### config.mk
export PLATFORM = sky130hd
export DESIGN_NAME = spi_target
export DESIGN_NICKNAME = d
export VERILOG_FILES = /design/src/rtl/spi_target.sv
export SDC_FILE = /design/constraint.sdc
export NUM_CORES = 1
export LEC_CHECK = 0
export BUFFER_PORTS_ARGS = -buffer_cell sky130_fd_sc_hd__buf_4
export CAP_MARGIN = 10
export CORE_MARGIN = 2
export CORE_UTILIZATION = 28
export CTS_BUF_LIST = sky130_fd_sc_hd__clkbuf_2
export CTS_CLUSTER_DIAMETER = 50
export DETAILED_ROUTE_END_ITERATION = 16
export SYNTH_ARGS = -nofsm -noshare
export SYNTH_HDL_FRONTEND = slang
export SYNTH_SLANG_ARGS = --single-unit
### constraint.sdc
create_clock -name MHZ48 -period 1.3 [get_ports MHZ48]
set_clock_uncertainty 0.1 [all_clocks]
set_input_delay 0.195 -clock MHZ48 [delete_from_list [all_inputs] [get_ports MHZ48]]
set_output_delay 0.195 -clock MHZ48 [all_outputs]
set_load 0.005 [all_outputs]
### src/rtl/spi_target.sv
// SPI mode-0 target: oversamples nSS/SCLK/MOSI in the MHZ48 domain, shifts bytes
// MSB first, and exposes an RX byte strobe plus a one-entry TX holding register.
module spi_target #(
    parameter logic [7:0] FILL        = 8'hFF,
    parameter int         SYNC_STAGES = 2
) (
    input  logic       MHZ48,
    input  logic       RES,
    input  logic       nSS,
    input  logic       SCLK,
    input  logic       MOSI,
    output logic       MISO,
    output logic       MISO_OE,
    input  logic [7:0] TX_DATA,
    input  logic       TX_VALID,
    output logic       TX_READY,
    output logic [7:0] RX_DATA,
    output logic       RX_VALID,
    output logic       UNDERRUN,
    output logic       BUSY
);

    typedef enum logic {ST_IDLE, ST_SHIFT} state_t;

    logic [SYNC_STAGES-1:0] r_ss_sync;
    logic [SYNC_STAGES-1:0] r_sclk_sync;
    logic [SYNC_STAGES-1:0] r_mosi_sync;
    logic                   r_ss_d;
    logic                   r_sclk_d;

    state_t     r_state;
    state_t     w_state_nxt;
    logic [2:0] r_cnt;
    logic [7:0] r_rx_shift;
    logic [7:0] r_tx_shift;
    logic [7:0] r_hold;
    logic       r_hold_full;
    logic [7:0] r_rx_data;
    logic       r_rx_valid;
    logic       r_underrun;

    logic w_ss;
    logic w_sclk;
    logic w_mosi;
    logic w_ss_fall;
    logic w_ss_rise;
    logic w_sclk_rise;
    logic w_sclk_fall;
    logic w_shifting;
    logic w_load;
    logic w_rx_bit;
    logic w_tx_bit;
    logic w_accept;

    // nSS chain resets high so a released reset never looks like a selection
    always_ff @(posedge MHZ48) begin
        if (RES) begin
            r_ss_sync   <= '1;
            r_sclk_sync <= '0;
            r_mosi_sync <= '0;
            r_ss_d      <= 1'b1;
            r_sclk_d    <= 1'b0;
        end else begin
            r_ss_sync   <= {r_ss_sync[SYNC_STAGES-2:0], nSS};
            r_sclk_sync <= {r_sclk_sync[SYNC_STAGES-2:0], SCLK};
            r_mosi_sync <= {r_mosi_sync[SYNC_STAGES-2:0], MOSI};
            r_ss_d      <= w_ss;
            r_sclk_d    <= w_sclk;
        end
    end

    assign w_ss        = r_ss_sync[SYNC_STAGES-1];
    assign w_sclk      = r_sclk_sync[SYNC_STAGES-1];
    assign w_mosi      = r_mosi_sync[SYNC_STAGES-1];
    assign w_ss_fall   = r_ss_d & ~w_ss;
    assign w_ss_rise   = ~r_ss_d & w_ss;
    assign w_sclk_rise = ~r_sclk_d & w_sclk;
    assign w_sclk_fall = r_sclk_d & ~w_sclk;

    // A deselect in the same cycle as an SCLK edge masks that edge
    assign w_shifting = (r_state == ST_SHIFT) & ~w_ss_rise;
    assign w_rx_bit   = w_shifting & w_sclk_rise;
    assign w_tx_bit   = w_shifting & w_sclk_fall & (r_cnt != 3'd0);
    assign w_load     = ((r_state == ST_IDLE) & w_ss_fall) |
                        (w_shifting & w_sclk_fall & (r_cnt == 3'd0));
    assign w_accept   = TX_VALID & ~r_hold_full;

    always_ff @(posedge MHZ48) begin
        if (RES) begin
            r_state <= ST_IDLE;
        end else begin
            r_state <= w_state_nxt;
        end
    end

    always_comb begin
        w_state_nxt = r_state;
        case (r_state)
            ST_IDLE:  if (w_ss_fall) w_state_nxt = ST_SHIFT;
            ST_SHIFT: if (w_ss_rise) w_state_nxt = ST_IDLE;
            default:  w_state_nxt = ST_IDLE;
        endcase
    end

    always_ff @(posedge MHZ48) begin
        if (RES) begin
            r_cnt       <= 3'd0;
            r_rx_shift  <= 8'h00;
            r_tx_shift  <= 8'h00;
            r_hold      <= 8'h00;
            r_hold_full <= 1'b0;
            r_rx_data   <= 8'h00;
            r_rx_valid  <= 1'b0;
            r_underrun  <= 1'b0;
        end else begin
            r_rx_valid <= 1'b0;
            r_underrun <= 1'b0;

            if (w_accept) begin
                r_hold      <= TX_DATA;
                r_hold_full <= 1'b1;
            end

            // LOAD only sees the registered full flag; a same-cycle accept waits
            if (w_load) begin
                if (r_hold_full) begin
                    r_tx_shift  <= r_hold;
                    r_hold_full <= 1'b0;
                end else begin
                    r_tx_shift <= FILL;
                    r_underrun <= 1'b1;
                end
            end else if (w_tx_bit) begin
                r_tx_shift <= {r_tx_shift[6:0], 1'b0};
            end

            if ((r_state == ST_SHIFT) & w_ss_rise) begin
                r_cnt      <= 3'd0;
                r_rx_shift <= 8'h00;
            end else if (w_rx_bit) begin
                r_rx_shift <= {r_rx_shift[6:0], w_mosi};
                r_cnt      <= r_cnt + 3'd1;
                if (r_cnt == 3'd7) begin
                    r_rx_data  <= {r_rx_shift[6:0], w_mosi};
                    r_rx_valid <= 1'b1;
                end
            end
        end
    end

    assign MISO     = (r_state == ST_SHIFT) ? r_tx_shift[7] : 1'b1;
    assign MISO_OE  = (r_state == ST_SHIFT);
    assign TX_READY = ~r_hold_full;
    assign RX_DATA  = r_rx_data;
    assign RX_VALID = r_rx_valid;
    assign UNDERRUN = r_underrun;
    assign BUSY     = (r_state == ST_SHIFT) & (r_cnt != 3'd0);

endmodule

=== Word level (Yosys, flattened, before mapping) ===
Cells that the tools add are included.

* $add $sub $neg: 1
* Equal/unequal tests: 1
* Mux-type cells: 12
* Bitwise gates (word level): 24
* Reductions and logical operators: 7

{| class="wikitable"
|+ Operator list
! kind !! number
|-
| $mux W8 || 3
|-
| $and A1 B1 Y1 || 13
|-
| $not A1 Y1 || 10
|-
| $mux W1 || 8
|-
| $reduce_or A2 Y1 || 2
|-
| $add A3 B1 Y3 const B || 1
|-
| $eq A3 B3 Y1 const B || 1
|-
| $logic_not A3 Y1 || 1
|-
| $reduce_and A3 Y1 || 1
|-
| $reduce_bool A3 Y1 || 1
|-
| $reduce_or A3 Y1 || 1
|-
| $pmux W1 S2 || 1
|-
| $reduce_bool A2 Y1 || 1
|-
| $or A1 B1 Y1 || 1
|}

* Register bits after elaboration: 46
* Output and inout port bits: 14
* Logic and storage cells: 59

=== Depth between registers and ports, before layout ===
Gate-level depths: netlist (run 1).

* Depth in word-level cells: 9
* Mapped depth: 6
* Gate-level depth less buffers: 6

=== Least setup slack after synthesis (run 1) ===
No wires, ideal clock.

* Path kind: flip-flop to flip-flop
* From: register r_cnt[0]
* To: register r_tx_shift[0]
* Setup time: 0.070 ns
* Arrival time: 1.249 ns
* Data required time: 1.130 ns
* Path slack: -0.119 ns
* Stages on the path, launching flop included: 7
* Path buffers: 0
* Cell sequence: dfxtp_1 > inv_1 > ha_1 > nor2b_1 > a41oi_1 > o21bai_1 > a21oi_1

* Word-level cells in the longest chain between the ends: 4

{| class="wikitable"
|+ Ends and longest elaborated chain
! element !! line !! text
|-
| start, declared || 33 || <nowiki>logic [2:0] r_cnt;</nowiki>
|-
| start signal, assigned || 142 || <nowiki>r_cnt <= r_cnt + 3'd1;</nowiki>
|-
| $logic_not A3 Y1 || 85 || <nowiki>(w_shifting & w_sclk_fall & (r_cnt == 3'd0));</nowiki>
|-
| $and A1 B1 Y1 || 85 ||
|-
| $or A1 B1 Y1 || 84 || <nowiki>assign w_load = ((r_state == ST_IDLE) & w_ss_fall) |</nowiki>
|-
| $mux W8 or $reduce_bool A2 Y1 (tied branches) || n/a ||
|-
| end signal, assigned || 127 || <nowiki>r_tx_shift <= r_hold;</nowiki>
|-
| end signal, assigned || 134 || <nowiki>r_tx_shift <= {r_tx_shift[6:0], 1'b0};</nowiki>
|-
| end, declared || 35 || <nowiki>logic [7:0] r_tx_shift;</nowiki>
|}

Parallel ways exist; a longest one is shown, timed or not.
A chain may end at the register's enable or synchronous reset.

=== Worst setup path after layout (run 1) ===
* From: register r_cnt[0]
* To: register r_tx_shift[1]

Same word-level chain as after synthesis.

==> flow_metrics.env, run 1 <==
export IMPL_synth_edff_count=0
export IMPL_cp_arrival_ns=1.88
export IMPL_die_area_um2=7090
export IMPL_max_stage_delay_ns=0.39
export IMPL_num_vias=1429
export IMPL_r2r_cells=9
export IMPL_reg2reg_from="r_cnt[0]$_SDFFE_PP0N_"
export IMPL_portBuffers=27
export IMPL_root_buffer="clkbuf_2"
export IMPL_overflow=0
export IMPL_die_h_um=84.2
export IMPL_drcViolationCount=0
export IMPL_power_frac_comb_pct=10.6
export IMPL_rows=29
export IMPL_p_leak_nw=1.20
export IMPL_ant_nets=0
export IMPL_core_area_um2=6280
export IMPL_whs_ns=0.00879
export IMPL_hold_depth=4
export IMPL_ctsHoldBuffers=12
export IMPL_grt_pass1_vias=1347
export IMPL_worst_slew_pin_slew_ns=0.381
export IMPL_path_clk_slew_ns=0.24
export IMPL_final_hold_viol_count=0
export IMPL_area_growth_pct=46.4
export IMPL_clock_sinks=46
export IMPL_ys_flop_type="dfxtp_1"
export IMPL_synth_area_um2=1800
export IMPL_synth_seq_cells=46
export IMPL_grt_total_usage_pct=10.4
export IMPL_max_cap_viol_count=0
export IMPL_min_period_over_period_pct=127
export IMPL_grt_antenna_before_repair=0
export IMPL_synth_avg_cell_area_um2=9.63
export IMPL_syn_inst=187
export IMPL_ir_worst_vdd_mv=0.492
export IMPL_violations="negative setup slack"
export IMPL_slew_viol_final=0
export IMPL_pwr_share_seq_pct=54.1
export IMPL_floorplan_initialDensity_pct=28.7
export IMPL_drive_gt1_share_pct=37.5
export IMPL_cp_max_fo=3
export IMPL_synth_xor_area_share_pct=0.486
export IMPL_dp_final_hpwl_mm=2.43
export IMPL_finalSetupViolations=22
export IMPL_cp_start_kind="register"
export IMPL_end_kind="register"
export IMPL_regToRegSetupSlack_ns=-0.35
export IMPL_critical_path_required_ns=1.53
export IMPL_clock_insertion_delay_worst_skew_ns=0.41
export IMPL_p_clk_share_pct=35.2
export IMPL_num_antenna_cells=0
export IMPL_dpl_worst_slack_ns=-0.147
export IMPL_synth_simple_gate_area_share_pct=21.2
export IMPL_layout_commonest_cell="buf_4"
export IMPL_numCtsBuffers=5
export IMPL_ios=28
export IMPL_clockBufferDepth=2
export IMPL_p_sw_share_pct=22.2
export IMPL_viasPerCell=4.33
export IMPL_rsz0062_at_grt="true"
export IMPL_criticalPathCategory="register to register"
export IMPL_layout_nets=269
export IMPL_async_reset_ff_share_pct=0
export IMPL_yosysUniqueCellTypes=30
export IMPL_wl_per_cell_um=10.9
export IMPL_min_delay_start="RES"
export IMPL_r2r_end="r_tx_shift[1]$_SDFFE_PP0P_"
export IMPL_slew_headroom_pct=74.6
export IMPL_drt_pre_antenna_iters=4
export IMPL_htree_levels=2
export IMPL_synthMuxAreaShare_pct=13.9
export IMPL_seq_area_frac_synth_pct=51.1
export IMPL_cp_slowest_cell="dfxtp_2"
export IMPL_power_w=0.00274
export IMPL_synth_fa_ha_area_share_pct=2.08
export IMPL_setup_slack_ns=-0.352
export IMPL_fmax_mhz=605
export IMPL_period_minus_slack_ns=1.65
export IMPL_status="complete, but fails checks"
export IMPL_p_sw_w=0.000608
export IMPL_cp_cell_sequence="inv_2, ha_4, nor2b_4, buf_4, buf_6, nor2_4, buf_6, mux2i_1, o21ai_1"
export IMPL_syn_num_nets=204
export IMPL_cts_tree="done"
export IMPL_grt_pass1_wl_mm=5.95
export IMPL_hold_path_end="r_tx_shift[3]$_SDFFE_PP0P_"
export IMPL_crit_top_cell="buf_6"
export IMPL_power_report_internal_total_w=0.00213
export IMPL_fp_dieW_um=84.2
export IMPL_hp_class="primary input to register"
export IMPL_gp_congestion=0.749
export IMPL_drt_first_iter_violations=70
export IMPL_grt_max_degree=20
export IMPL_totalWireLength_mm=3.59
export IMPL_mostFrequentLayoutCells="buf_4, dfxtp_1, mux2i_1, nand2_1, nor2_1"
export IMPL_synth_top_family_by_area="simple AND/OR/NAND/NOR gates"
export IMPL_synth_compound_area_share_pct=7.92
export IMPL_yosys_warnings=0
export IMPL_pwr_density_cell_nw_per_um2=1040
-- Yosys cell counts (2+ instances only) --
master	count	area [um^2]
a21oi_1	11	55.1
buf_1	2	7.51
buf_2	2	10.0
buf_4	2	15.0
clkbuf_1	3	11.3
dfxtp_1	46	921
ha_1	3	37.5
inv_1	4	15.0
mux2i_1	25	250
nand2_1	24	90.1
nand2b_1	8	50.1
nand3_1	2	10.0
nor2_1	22	82.6
nor2b_1	8	50.1
o21ai_0	7	35.0
o21bai_1	2	15.0
or2_2	3	18.8
-- how the worst max path moves through the flow --
stage                             from                          to  slack (ns)  depth (start not counted)
2_1_floorplan    r_cnt[1]$_SDFFE_PP0N_  r_tx_shift[1]$_SDFFE_PP0P_       -0.02                          6
4_1_cts          r_cnt[0]$_SDFFE_PP0N_                        BUSY       -0.36                          5
6_report         r_cnt[0]$_SDFFE_PP0N_  r_tx_shift[1]$_SDFFE_PP0P_       -0.35                          9
3_3_place_gp     r_cnt[1]$_SDFFE_PP0N_  r_tx_shift[1]$_SDFFE_PP0P_       -0.12                          6
5_1_grt          r_cnt[0]$_SDFFE_PP0N_                        BUSY       -0.45                          5
3_5_place_dp   r_ss_sync[1]$_SDFF_PP1_  r_tx_shift[7]$_SDFFE_PP0P_       -0.15                          5
-- flip-flops by register name (all words and copies together), names as in the netlist --
signal       cells
r_sclk_d         1
r_ss_sync        2
RX_VALID         1
r_hold_full      1
r_cnt            3
UNDERRUN         1
r_rx_shift       7
r_ss_d           1
MISO_OE          1
r_mosi_sync      2
r_tx_shift       8
r_hold           8
r_sclk_sync      2
RX_DATA          8
-- cells by family (layout without fill, tap and decap cells) --
logic type,Yosys count,in the layout
and+or+nand+nor,75,75
AOI/OAI and AO/OA,24,24
muxes,25,25
buffers and inverters,13,79
adders and majority gates,3,3
xor gates and xnor gates,1,1
DFF,46,46
-- metal layers --
layer,part of all wire [%],up-vias,wire [um],track usage (%)
met3,2.9,4,103,3.05
met4,1.2,0,42,3.96
met2,50,18,1810,17.3
li1,-,747,-,-
met1,46,660,1640,12.7
met5,0,-,0,0
-- worst max-delay path: cells and delay by family, from the launching register on --
kind	cells	cell delay [ns]
buf+inv	4	0.43
compound gates	1	0.08
fa+ha+maj	1	0.15
simple gates	2	0.22
flops	1	0.39
mux	1	0.21
-- timing repair --
item | CTS | global route
resized for setup | 11 | 24
hold endpoints to repair | 15 | 3
buffers inserted | 6 | 6
pin swaps | 6 | 2
setup endpoints to repair | 27 | 37
-- per-stage QoR --
stage                     instances  utilization (%)  cell area (um^2)  setup TNS [ns]
after floorplan                 187                -              1820          -0.260
after global placement          298             35.1              2200           -1.58
after detailed placement        298             35.1              2200           -2.10
after CTS                       324             39.9              2500           -4.57
after global routing            330             42.0              2640           -7.30
final                           330             42.0              2640           -5.24
-- power by group through the flow --
stage | clock, W | sequential, W | combinational [W]
floorplan | 0 | 0.00150 | 0.000132
global placement | 0 | 0.00151 | 0.000220
detailed placement | 0 | 0.00151 | 0.000222
CTS | 0.000988 | 0.00148 | 0.000265
global route | 0.00106 | 0.00149 | 0.000323
finish | 0.000967 | 0.00148 | 0.000292
-- final cells by class --
class | count | area (um^2)
clock buffer | 5 | 25.0
sequential | 46 | 937
multi-input combinational | 128 | 906
tap | 77 | 96.3
fill | 592 | 3640
timing repair buffer | 67 | 591
inverter | 4 | 17.5
clock inverter | 3 | 63.8
(Power assumes the default switching activity.)
==> run 2, diff against run 1 <==
==> constraint.sdc (replaced) <==
create_clock -name MHZ48 -period 1.7 [get_ports MHZ48]
set_clock_uncertainty 0.1 [all_clocks]
set_input_delay 0.255 -clock MHZ48 [delete_from_list [all_inputs] [get_ports MHZ48]]
set_output_delay 0.255 -clock MHZ48 [all_outputs]
set_load 0.005 [all_outputs]
==> run 2 against run 1 <==
Cell count shrank 3.3%. Count of clock-buffer cells in the layout grew 1. Cell area shrank 10%. Hold slack gained 0.10 ns. Critical path depth grew 1. The run now ends clean. Non-clock buffer count shrank 11. Global-route usage shrank 0.48 points. Sequential share of layout area grew 3.5 points. Wire length shrank 6.5%.
==> flow_metrics.env, run 2 (synthesized netlist as in run 1, its figures left out) <==
export IMPL_min_period_over_period_pct=100
export IMPL_critical_path_required_ns=1.93
export IMPL_htree_levels=2
export IMPL_ir_worst_vdd_mv=0.225
export IMPL_hp_class="primary input to register"
export IMPL_finalSetupViolations=0
export IMPL_floorplan_initialDensity_pct=28.7
export IMPL_setup_slack_ns=0.000797
export IMPL_hold_path_end="RX_DATA[1]$_SDFFE_PP0P_"
export IMPL_hold_depth=2
export IMPL_dp_final_hpwl_mm=2.20
export IMPL_root_buffer="clkbuf_2"
export IMPL_grt_max_degree=32
export IMPL_cts_tree="done"
export IMPL_drcViolationCount=0
export IMPL_p_leak_nw=1.09
export IMPL_layout_commonest_cell="buf_4"
export IMPL_overflow=0
export IMPL_max_stage_delay_ns=0.40
export IMPL_ios=28
export IMPL_fp_dieW_um=84.2
export IMPL_wl_per_cell_um=10.5
export IMPL_final_hold_viol_count=0
export IMPL_mostFrequentLayoutCells="buf_4, dfxtp_1, mux2i_1"
export IMPL_cp_cell_sequence="inv_2, buf_4, buf_4, buf_4, buf_4, buf_4, buf_4, buf_4, xnor2_1, nor2_1"
export IMPL_slew_headroom_pct=79.0
export IMPL_r2r_cells=10
export IMPL_grt_total_usage_pct=9.92
export IMPL_end_kind="register"
export IMPL_crit_top_cell="buf_4"
export IMPL_layout_nets=258
export IMPL_grt_pass1_vias=1286
export IMPL_drt_first_iter_violations=63
export IMPL_worst_slew_pin_slew_ns=0.310
export IMPL_crit_family="buffers and inverters"
export IMPL_gp_congestion=0.682
export IMPL_reg2reg_from="r_cnt[0]$_SDFFE_PP0N_"
export IMPL_die_h_um=84.2
export IMPL_clockBufferDepth=2
export IMPL_regToRegSetupSlack_ns=0.0008
export IMPL_fmax_mhz=589
export IMPL_dpl_worst_slack_ns=0.109
export IMPL_totalWireLength_mm=3.36
export IMPL_max_cap_viol_count=0
export IMPL_rows=29
export IMPL_fillCellCount=632
export IMPL_crit_buf_inv=8
export IMPL_slew_viol_final=0
export IMPL_clock_insertion_delay_worst_skew_ns=0.41
export IMPL_grt_pass1_wl_mm=5.71
export IMPL_cp_start_kind="register"
export IMPL_rsz0062_at_grt="true"
export IMPL_portBuffers=27
export IMPL_r2r_end="r_cnt[0]$_SDFFE_PP0N_"
export IMPL_grt_antenna_before_repair=0
export IMPL_status="finished, final reports clean"
export IMPL_ant_nets=0
export IMPL_numCtsBuffers=5
export IMPL_clock_sinks=46
export IMPL_core_area_um2=6280
export IMPL_drt_pre_antenna_iters=4
export IMPL_num_vias=1393
export IMPL_period_minus_slack_ns=1.70
export IMPL_cp_slowest_cell="dfxtp_2"
export IMPL_drive_gt1_share_pct=28.1
export IMPL_num_antenna_cells=0
export IMPL_area_growth_pct=31.8
export IMPL_cp_max_fo=2
export IMPL_power_w=0.00174
export IMPL_pwr_density_cell_nw_per_um2=735
export IMPL_cp_arrival_ns=1.93
export IMPL_die_area_um2=7090
export IMPL_whs_ns=0.111
export IMPL_criticalPathCategory="register to register"
export IMPL_min_delay_start="RES"
export IMPL_viasPerCell=4.37
export IMPL_path_clk_slew_ns=0.21
==> run 2: report_power, final <==
group | leakage (nW) | internal (W) | switching, W | total (W)
logic | 0.685 | 0.0000994 | 0.0000821 | 0.000181
clock network | 0.0304 | 0.000101 | 0.000329 | 0.000430
registers | 0.376 | 0.00111 | 0.0000183 | 0.00113
total | 1.09 | 0.00131 | 0.000429 | 0.00174
==> run 2: routing by layer <==
layer  share of wire (%)  track usage (%)  wire (um)  up-vias
li1                    -                -          -      730
met1                  49             12.8       1650      644
met2                  46             15.4       1550       14
met3                 2.5             2.56         84        5
met4                 2.1             4.84         71        0
met5                   0                0          0        -
==> run 2: cell type report <==
type / count / area, um^2 / area share [%]
clock buffer: 6 / 30.0 / 1.27
tap: 77 / 96.3 / 4.06
sequential: 46 / 927 / 39.1
timing repair buffer: 56 / 452 / 19.0
clock inverter: 2 / 8.76 / 0.369
inverter: 4 / 15.0 / 0.633
multi-input combinational: 128 / 843 / 35.5
==> run 2: per-stage QoR <==
stage	util [%]	cells	TNS, ns	instance area, um^2
after detailed placement	33.6	289	0	2110
after CTS	37.6	318	-0.00932	2360
final	37.8	319	0	2370
after floorplan	-	187	0	1800
after global routing	37.8	319	-0.127	2370
after global placement	33.6	289	0	2110
==> run 2: what timing repair did <==
action,4_1_cts,5_1_grt
pin swaps,2,2
hold buffers,11,0
gates resized for setup,9,2
buffers inserted,10,1
endpoints found under the setup margin,2,5
hold endpoints to repair,11,0
==> run 2: worst max-delay path by stage <==
stage,start,to,slack [ns],depth (start not counted)
finish,r_cnt[0]$_SDFFE_PP0N_,r_cnt[0]$_SDFFE_PP0N_,0.0008,10
CTS,r_cnt[0]$_SDFFE_PP0N_,BUSY,-0.009,5
floorplan,r_cnt[0]$_SDFFE_PP0N_,r_tx_shift[0]$_SDFFE_PP0P_,0.28,6
global route,r_cnt[0]$_SDFFE_PP0N_,BUSY,-0.1,5
global placement,r_cnt[0]$_SDFFE_PP0N_,r_tx_shift[0]$_SDFFE_PP0P_,0.16,6
detailed placement,r_cnt[0]$_SDFFE_PP0N_,r_tx_shift[0]$_SDFFE_PP0P_,0.11,6
==> run 2: worst register-to-register path, cell delays in order (launching register included) <==
cell and delay, ns:
dfxtp_2 0.40, inv_2 0.06, buf_4 0.13, buf_4 0.12, buf_4 0.12, buf_4 0.12
buf_4 0.12, buf_4 0.12, buf_4 0.12, xnor2_1 0.15, nor2_1 0.06
==> run 3, diff against run 2 <==
--- a/config.mk
+++ b/config.mk
@@ -12,6 +12,7 @@
 export CTS_BUF_LIST = sky130_fd_sc_hd__clkbuf_2
 export CTS_CLUSTER_DIAMETER = 50
 export DETAILED_ROUTE_END_ITERATION = 16
+export PLACE_DENSITY = 0.48
 export SYNTH_ARGS = -nofsm -noshare
 export SYNTH_HDL_FRONTEND = slang
 export SYNTH_SLANG_ARGS = --single-unit
==> constraint.sdc (replaced) <==
create_clock -name MHZ48 -period 2.1 [get_ports MHZ48]
set_clock_uncertainty 0.1 [all_clocks]
set_input_delay 0.42 -clock MHZ48 [delete_from_list [all_inputs] [get_ports MHZ48]]
set_output_delay 0.42 -clock MHZ48 [all_outputs]
set_load 0.005 [all_outputs]
==> run 3 against run 2 <==
Critical path depth fell by 5. Largest cell class unchanged. Total power shrank 21%. Hold slack got worse by 0.012 ns. Via count decreased by 8.8%. Critical path type is now register to primary output.
==> flow_metrics.env, run 3 (synthesized netlist as in run 1, its figures left out) <==
export IMPL_status="finished, final reports clean"
export IMPL_regToRegSetupSlack_ns=0.53
export IMPL_ios=28
export IMPL_clock_sinks=46
export IMPL_wl_per_cell_um=11.1
export IMPL_drive_gt1_share_pct=22.4
export IMPL_max_stage_delay_ns=0.40
export IMPL_htree_levels=2
export IMPL_reg2reg_from="r_ss_sync[1]$_SDFF_PP1_"
export IMPL_setup_slack_ns=0.158
export IMPL_finalSetupViolations=0
export IMPL_grt_pass1_wl_mm=5.75
export IMPL_min_period_over_period_pct=92.5
export IMPL_drt_pre_antenna_iters=4
export IMPL_final_hold_viol_count=0
export IMPL_place_area_um2=2070
export IMPL_area_growth_pct=17.5
export IMPL_floorplan_initialDensity_pct=28.7
export IMPL_layout_nets=231
export IMPL_cp_cell_sequence="inv_1, ha_1, nor2b_4, nor2_1, buf_4"
export IMPL_hold_depth=2
export IMPL_fin_area_um2=2120
export IMPL_ant_nets=0
export IMPL_grt_antenna_before_repair=0
export IMPL_grt_max_degree=32
export IMPL_overflow=0
export IMPL_gp_congestion=0.656
export IMPL_cp_arrival_ns=1.42
export IMPL_criticalPathCategory="register to primary output"
export IMPL_core_area_um2=6280
export IMPL_portBuffers=27
export IMPL_ctsHoldBuffers=0
export IMPL_layout_commonest_cell="dfxtp_1"
export IMPL_path_clk_slew_ns=0.21
export IMPL_worst_slew_pin_slew_ns=0.779
export IMPL_min_delay_start="nSS"
export IMPL_totalWireLength_mm=3.23
export IMPL_period_minus_slack_ns=1.94
export IMPL_drt_first_iter_violations=43
export IMPL_cts_tree="done"
export IMPL_critical_path_required_ns=1.58
export IMPL_fillCellCount=660
export IMPL_crit_buf_inv=2
export IMPL_grt_total_usage_pct=10.1
export IMPL_clock_insertion_delay_worst_skew_ns=0.39
export IMPL_dp_final_hpwl_mm=2.24
export IMPL_ir_worst_vdd_mv=0.351
export IMPL_hp_class="primary input to register"
export IMPL_clockBufferDepth=2
export IMPL_rows=29
export IMPL_p_leak_nw=0.965
export IMPL_grt_pass1_vias=1247
export IMPL_cp_max_fo=3
export IMPL_mostFrequentLayoutCells="dfxtp_1, buf_4, mux2i_1"
export IMPL_slew_headroom_pct=48.0
export IMPL_r2r_end="r_cnt[0]$_SDFFE_PP0N_"
export IMPL_fp_dieW_um=84.2
export IMPL_r2r_cells=3
export IMPL_end_kind="primary output"
export IMPL_fmax_mhz=515
export IMPL_drcViolationCount=0
export IMPL_tns_ns=0
export IMPL_utilization_pct=33.7
export IMPL_num_vias=1270
export IMPL_root_buffer="clkbuf_2"
export IMPL_cp_slowest_cell="dfxtp_1"
export IMPL_die_h_um=84.2
export IMPL_slew_viol_final=0
export IMPL_max_cap_viol_count=0
export IMPL_die_area_um2=7090
export IMPL_dpl_worst_slack_ns=0.355
export IMPL_cp_start_kind="register"
export IMPL_rsz0062_at_grt="false"
export IMPL_numCtsBuffers=5
export IMPL_viasPerCell=4.36
export IMPL_crit_family="flip-flops"
export IMPL_hold_path_end="r_ss_sync[0]$_SDFF_PP1_"
export IMPL_pwr_density_cell_nw_per_um2=652
export IMPL_num_antenna_cells=0
## run 3: through the flow
step	hold WS, ns	power, W	cells
3_5_place_dp	0.294	0.00105	284
2_1_floorplan	0.289	0.00101	187
3_3_place_gp	0.293	0.00105	284
4_1_cts	0.0629	0.00141	291
5_1_grt	0.0448	0.00147	291
6_report	0.0994	0.00138	291
## run 3: report_power, final
part / total (W) / switching, W / leakage, nW / internal [W]
clock: 0.000347 / 0.000260 / 0.0291 / 0.0000867
combinational: 0.000110 / 0.0000549 / 0.560 / 0.0000553
sequential: 0.000923 / 0.0000204 / 0.375 / 0.000903
## run 3: area by class of cell
cell class / instances / area (um^2) / area share (%)
Clock buffer: 7 / 35.0 / 1.66
Tap cell: 77 / 96.3 / 4.55
Timing Repair Buffer: 29 / 218 / 10.3
Sequential cell: 46 / 923 / 43.6
Inverter: 4 / 15.0 / 0.710
Multi-Input combinational cell: 128 / 828 / 39.1
## run 3: metal layers
layer	vias to the layer above	GRT usage, %	part of all wire, %
met5	-	0	0
met4	0	4.40	1.8
met1	581	13.5	51
li1	668	-	-
met3	5	3.24	3.5
met2	16	15.1	43
## run 3: worst reg2reg max path: cells and delay by family (launching register included)
family | cells | cell delay [ns]
flip-flops | 1 | 0.51
AND/OR/NAND/NOR | 2 | 0.22
AO/OA/AOI/OAI | 1 | 0.63
## run 3: how the worst max path moves through the flow
stage	from	end	slack (ns)	cells past startpoint
3_5_place_dp	MISO_OE$_SDFF_PP0_	r_cnt[0]$_SDFFE_PP0N_	0.35	3
6_report	r_cnt[1]$_SDFFE_PP0N_	BUSY	0.16	5
3_3_place_gp	MISO_OE$_SDFF_PP0_	r_rx_shift[1]$_SDFFE_PP0N_	0.40	3
5_1_grt	r_cnt[0]$_SDFFE_PP0N_	BUSY	0.03	5
4_1_cts	r_cnt[0]$_SDFFE_PP0N_	BUSY	0.06	5
2_1_floorplan	r_cnt[0]$_SDFFE_PP0N_	r_tx_shift[0]$_SDFFE_PP0P_	0.68	6
## run 3: repair_timing
item / in CTS / in global routing
buffers inserted: 0 / 0
gates resized for setup: 1 / 3
setup endpoints to repair: 1 / 1
endpoints found under the hold margin: 0 / 0
